### config.mk
export PLATFORM = sky130hd
export DESIGN_NAME = hook
export DESIGN_NICKNAME = d
export VERILOG_FILES = /design/src/rtl/hook_pkg.sv /design/src/rtl/hook_trig_lut.sv /design/src/rtl/hook.sv
export SDC_FILE = /design/constraint.sdc
export NUM_CORES = 1
export LEC_CHECK = 0
export ABC_AREA = 1
export CORE_AREA = 4 4 121 180
export DETAILED_ROUTE_END_ITERATION = 16
export DIE_AREA = 0 0 125 184
export GPL_TIMING_DRIVEN = 0
export SLEW_MARGIN = 20
export SYNTH_ARGS = -nofsm -noshare
export SYNTH_HDL_FRONTEND = slang
export SYNTH_SLANG_ARGS = --single-unit
### constraint.sdc
create_clock -name clk -period 13.1 [get_ports clk]
set_input_delay 2.62 -clock clk [delete_from_list [all_inputs] [get_ports clk]]
set_output_delay 2.62 -clock clk [all_outputs]
set_load 0.05 [all_outputs]
### src/rtl/hook_pkg.sv
// Shared types and geometry limits for the swinging hook.
package hook_pkg;

  typedef enum logic [1:0] {
    StSwing,
    StExtend,
    StRetract
  } hook_state_e;

  localparam int unsigned MIN_LEN    = 16;
  localparam int unsigned MAX_LEN    = 400;
  localparam int unsigned ANGLE_LIM  = 80;
  localparam int unsigned CLIP_X_MIN = 10;
  localparam int unsigned CLIP_X_MAX = 629;
  localparam int unsigned CLIP_Y_MAX = 470;

endpackage

### src/rtl/hook_trig_lut.sv
// Dual-read sine table: S(d) = round(256 * sin(d deg)) for d = 0..90.
module hook_trig_lut (
  input  logic [6:0] deg_a_i,
  input  logic [6:0] deg_b_i,
  output logic [8:0] sin_a_o,
  output logic [8:0] sin_b_o
);

  localparam logic [8:0] SinTab [91] = '{
    9'd0,   9'd4,   9'd9,   9'd13,  9'd18,  9'd22,  9'd27,  9'd31,  9'd36,  9'd40,
    9'd44,  9'd49,  9'd53,  9'd58,  9'd62,  9'd66,  9'd71,  9'd75,  9'd79,  9'd83,
    9'd88,  9'd92,  9'd96,  9'd100, 9'd104, 9'd108, 9'd112, 9'd116, 9'd120, 9'd124,
    9'd128, 9'd132, 9'd136, 9'd139, 9'd143, 9'd147, 9'd150, 9'd154, 9'd158, 9'd161,
    9'd165, 9'd168, 9'd171, 9'd175, 9'd178, 9'd181, 9'd184, 9'd187, 9'd190, 9'd193,
    9'd196, 9'd199, 9'd202, 9'd204, 9'd207, 9'd210, 9'd212, 9'd215, 9'd217, 9'd219,
    9'd222, 9'd224, 9'd226, 9'd228, 9'd230, 9'd232, 9'd234, 9'd236, 9'd237, 9'd239,
    9'd241, 9'd242, 9'd243, 9'd245, 9'd246, 9'd247, 9'd248, 9'd249, 9'd250, 9'd251,
    9'd252, 9'd253, 9'd254, 9'd254, 9'd255, 9'd255, 9'd255, 9'd256, 9'd256, 9'd256,
    9'd256
  };

  // Out-of-range degrees saturate to sin(90).
  assign sin_a_o = (deg_a_i > 7'd90) ? 9'd256 : SinTab[deg_a_i];
  assign sin_b_o = (deg_b_i > 7'd90) ? 9'd256 : SinTab[deg_b_i];

endmodule

### src/rtl/hook.sv
// Swinging grappling hook: pendulum sweep, fire, extend, retract, tip position output.
// Optional screen-edge stop on extension: define HOOK_SCREEN_CLIP_EN.
module hook
  import hook_pkg::*;
#(
  parameter int unsigned OFFSET_X        = 320,
  parameter int unsigned OFFSET_Y        = 96,
  parameter int unsigned EXTENTION_SPEED = 5,
  parameter int unsigned ROTATION_SPEED  = 2
) (
  input  logic        clk,
  input  logic        resetN,
  input  logic        enable,
  input  logic        startOfFrame,
  input  logic        sendHook,
  output logic [10:0] x,
  output logic [10:0] y
);

  hook_state_e       state_q;
  logic signed [7:0] angle_q, angle_d;
  logic              dir_q, dir_d;
  logic [8:0]        len_q;
  logic              latch_q;
  logic [10:0]       x_q, x_d, y_q, y_d;

  logic [6:0]        ang_abs, deg_cos;
  logic [8:0]        sin_a, sin_b;
  logic [9:0]        off_x, off_y;
  logic signed [8:0] ang_sum, ang_step, ang_lim;
  logic [9:0]        len_ext;
  logic              clip;
  logic              tick;

  assign tick = startOfFrame & enable;

  hook_trig_lut u_lut (
    .deg_a_i(ang_abs),
    .deg_b_i(deg_cos),
    .sin_a_o(sin_a),
    .sin_b_o(sin_b)
  );

  always_comb begin
    ang_abs = angle_q[7] ? 7'(-angle_q) : 7'(angle_q);
    deg_cos = 7'd90 - ang_abs;
    off_x   = 10'((18'(len_q) * 18'(sin_a)) >> 8);
    off_y   = 10'((18'(len_q) * 18'(sin_b)) >> 8);
    x_d     = angle_q[7] ? 11'(OFFSET_X) - {1'b0, off_x} : 11'(OFFSET_X) + {1'b0, off_x};
    y_d     = 11'(OFFSET_Y) + {1'b0, off_y};
  end

  // Swing step, bouncing off the angle limit as soon as it is reached.
  always_comb begin
    ang_step = $signed(9'(ROTATION_SPEED));
    ang_lim  = $signed(9'(ANGLE_LIM));
    ang_sum  = dir_q ? $signed({angle_q[7], angle_q}) + ang_step
                     : $signed({angle_q[7], angle_q}) - ang_step;
    angle_d  = ang_sum[7:0];
    dir_d    = dir_q;
    if (ang_sum >= ang_lim) begin
      angle_d = ang_lim[7:0];
      dir_d   = 1'b0;
    end else if (ang_sum <= -ang_lim) begin
      angle_d = 8'(-ang_lim);
      dir_d   = 1'b1;
    end
  end

  assign len_ext = {1'b0, len_q} + 10'(EXTENTION_SPEED);

`ifdef HOOK_SCREEN_CLIP_EN
  assign clip = (y_q >= 11'(CLIP_Y_MAX)) || (x_q < 11'(CLIP_X_MIN)) || (x_q > 11'(CLIP_X_MAX));
`else
  assign clip = 1'b0;
`endif

  always_ff @(posedge clk or negedge resetN) begin
    if (!resetN) begin
      state_q <= StSwing;
      angle_q <= '0;
      dir_q   <= 1'b1;
      len_q   <= 9'(MIN_LEN);
      latch_q <= 1'b0;
      x_q     <= 11'(OFFSET_X);
      y_q     <= 11'(OFFSET_Y + MIN_LEN);
    end else begin
      x_q <= x_d;
      y_q <= y_d;
      if (sendHook) latch_q <= 1'b1;
      if (!enable) begin
        state_q <= StSwing;
        angle_q <= '0;
        dir_q   <= 1'b1;
        len_q   <= 9'(MIN_LEN);
        latch_q <= 1'b0;
      end else if (tick) begin
        unique case (state_q)
          StSwing: begin
            if (latch_q) begin
              state_q <= StExtend;
              latch_q <= 1'b0;
            end else begin
              angle_q <= angle_d;
              dir_q   <= dir_d;
            end
          end
          StExtend: begin
            latch_q <= 1'b0;
            if (len_ext > 10'(MAX_LEN) || clip) state_q <= StRetract;
            else                                len_q   <= len_ext[8:0];
          end
          StRetract: begin
            latch_q <= 1'b0;
            if ({1'b0, len_q} <= 10'(MIN_LEN + EXTENTION_SPEED)) begin
              len_q   <= 9'(MIN_LEN);
              state_q <= StSwing;
            end else begin
              len_q <= len_q - 9'(EXTENTION_SPEED);
            end
          end
          default: state_q <= StSwing;
        endcase
      end
    end
  end

  assign x = x_q;
  assign y = y_q;

endmodule

==> results.sh <==
export IMPL_wl_um=24500
export IMPL_clk_latency_ps=320
export IMPL_clockPowerShare_pct=13.7
export IMPL_antennaDiodeCount=0
export IMPL_syn_inst=1302
export IMPL_critPathCaptureType="flip-flop"
export IMPL_rsz0062_at_grt="false"
export IMPL_fin_hold_ws_ps=578
export IMPL_ys_async_sr_fraction_pct=100
export IMPL_numCtsBuffers=5
export IMPL_post_cts_buffers=0
export IMPL_combPwrFrac_pct=72.0
export IMPL_path_class="flip-flop to flip-flop"
export IMPL_htreeDepth=2
export IMPL_grt_pass1_vias=8853
export IMPL_seqCellArea_sq_um=1060
export IMPL_seq_area_frac_synth_pct=11.3
export IMPL_final_layout_size_suffix_gt1_share_pct=8.00
export IMPL_setup_tns_ps=0
export IMPL_hold_buffers=0
export IMPL_synth_edf_count=0
export IMPL_cap_violations=0
export IMPL_firstDrtPassIters=5
export IMPL_status="complete, no violations"
export IMPL_cts_sinks=42
export IMPL_grt_pass1_wl_um=41800
export IMPL_dr_max_layer_used="met4"
export IMPL_antenna_found_initial=0
export IMPL_finalWeightedCongestion=0.927
export IMPL_cpPeakStageDelay_ps=550
export IMPL_dp_hpwl_um=20500
export IMPL_cts_resized=0
export IMPL_viasPerCell=5.25
export IMPL_mostFrequentLayoutCells="nand2_1 (277), inv_1 (238), nor2_1 (146)"
export IMPL_hp_class="flip-flop to flip-flop"
export IMPL_fmax_ghz=0.123
export IMPL_n_fill_cell=2176
export IMPL_die_w_um=125
export IMPL_switching_share_pct=56.5
export IMPL_fin_nets=1543
export IMPL_rows=64
export IMPL_ys_warn_count=0
export IMPL_crit_slowest_cell="dfrtp_1"
export IMPL_synthFlopType="dfrtp_1"
export IMPL_synth_avg_cell_area_sq_um=7.20
export IMPL_drt_initial_drc_count=414
export IMPL_finalHoldViolations=0
export IMPL_grt_max_degree=27
export IMPL_clockRootBuffer="clkbuf_16"
export IMPL_synth_seq_cells=42
export IMPL_syn_area_sq_um=9370
export IMPL_p_leak_nw=5.38
export IMPL_multi_input_area_sq_um=7150
export IMPL_slew_headroom_pct=48.8
export IMPL_setup_viol=0
export IMPL_worst_pin_slew_ps=749
export IMPL_fin_crit_ps=8120
export IMPL_cp_required_ps=13310
export IMPL_met3_length_um=837
export IMPL_fin_skew_ps=11.6
export IMPL_layout_commonest_cell="nand2_1"
export IMPL_routedWlPerCell_um=15.3
export IMPL_dieArea_sq_um=23000
export IMPL_grt_use_total_pct=22.2
export IMPL_crit_path_max_fanout=17
export IMPL_cp_data_arrival_time_ps=8330
export IMPL_drc_errors=0
export IMPL_finalCritPeriodShare_pct=62.0
export IMPL_syn_to_final_growth_pct=8.57
export IMPL_sequentialPowerShare_pct=14.2
export IMPL_clk_path_buf_depth=2
export IMPL_pin_count=27
export IMPL_fin_util_pct=50.0
export IMPL_netlist_cell_type_count=58
export IMPL_ir_worst_vdd_mv=0.0753
export IMPL_yosys_top_cells_area="fa_1 (21%), ha_1 (14%), nand2_1 (11%), inv_1 (9.5%), dfrtp_1 (9.3%)"
export IMPL_power_switching_uw=728
export IMPL_ant_nets=0
export IMPL_powerDensity_nw_per_um2=127
export IMPL_initial_core_util_pct=46.1
export IMPL_dieHeight_um=184
export IMPL_core_area_sq_um=20300
export IMPL_grt_ovfl_total=0
export IMPL_cts_tree="done"
export IMPL_p_int_uw=560
export IMPL_synth_largest_area_cell="fa_1"
export IMPL_cts_reportedPaths_clkPinSlew_ps=70
export IMPL_startpoint_type="flip-flop"
export IMPL_slew_violations=0
export IMPL_vias=8417
export IMPL_drt_met1_wl_um=9240
export IMPL_wl_met2_um=13100
export IMPL_portBuffers=26
export IMPL_synth_top_area_share_pct=21.1
worst max-delay path, delay by kind of cell (launching register included):
kind	cells	cell delay [ps]
simple gates	12	1370
flops	1	550
compound gates	5	1090
fa+ha+maj	8	3220
buf+inv	11	1740
final timing paths:
path	slack, ps	to	from	depth (start not counted)
hold / removal	580	latch_q	latch_q	3
max in group asynchronous	10220	x[6]	resetN	2
setup reg to reg	4980	y[9]	angle_q[1]	36
setup / recovery	4980	y[9]	angle_q[1]	36
min in group asynchronous	2270	y[0]	resetN	1
hold reg to reg	580	latch_q	latch_q	3
through the flow:
step	worst slack (ps)	instance area, sq um	power, mW	std cells
after floorplan	6180	9380	0.864	1303
after global placement	5000	9970	1.11	1593
after detailed placement	4990	9980	1.12	1594
after CTS	4980	10200	1.30	1602
after global routing	4370	10200	1.44	1602
final	4980	10200	1.29	1602
Yosys cell counts, drive strengths merged (2+ instances only):
master  count
ha        102
and2        2
o211ai      9
nor2      154
conb        2
nand4       7
nor4        3
or2         2
o21bai      7
nand3b      4
o22ai       8
a221oi      3
nand3      77
inv       251
dfrtp      35
o221ai      2
xor2       28
clkbuf     18
fa         99
nor3       15
xnor2      10
a211oi      2
clkinv      4
o311ai      4
dfstp       7
a31oi       6
buf        13
a21oi      47
o31ai       5
nand2     311
o21ai      55
flip-flops by register name, summed over array words and instances, names as in the netlist:
signal / cells
latch_q: 1
state_q: 2
x: 11
dir_q: 1
len_q: 9
y: 11
angle_q: 7
final cells by class:
type                    instances  area share, %
multi-input cells             975           70.3
flip-flops and latches         42           10.4
inverters                     255           9.60
well taps                     264           3.25
repair buffers                 27           2.71
plain buffers                  31           1.84
clock buffers                   5           1.23
clock inverters                 3          0.676
power by group through the flow:
stage / logic (mW) / clock network, mW / registers, mW
after floorplan: 0.648 / 0 / 0.216
after global placement: 0.920 / 0 / 0.185
after detailed placement: 0.931 / 0 / 0.186
after CTS: 0.937 / 0.180 / 0.183
after global routing: 1.06 / 0.184 / 0.187
final: 0.928 / 0.177 / 0.184
per-layer routing:
| metal | track usage, % | vias to the layer above |
|---|---|---|
| met1 | 23.5 | 3992 |
| met3 | 2.59 | 83 |
| met5 | 0 | - |
| met2 | 42.9 | 202 |
| li1 | - | 4140 |
| met4 | 11.5 | 0 |
kinds of logic after synthesis:
family | share of synthesized area (%)
fa+ha+maj | 34.8
simple gates | 27.4
compound gates | 9.95
other cells | 0.0801
flops | 11.3
xor+xnor | 4.11
buf+inv | 12.4
No activity file was read; power rests on OpenSTA's default activity.
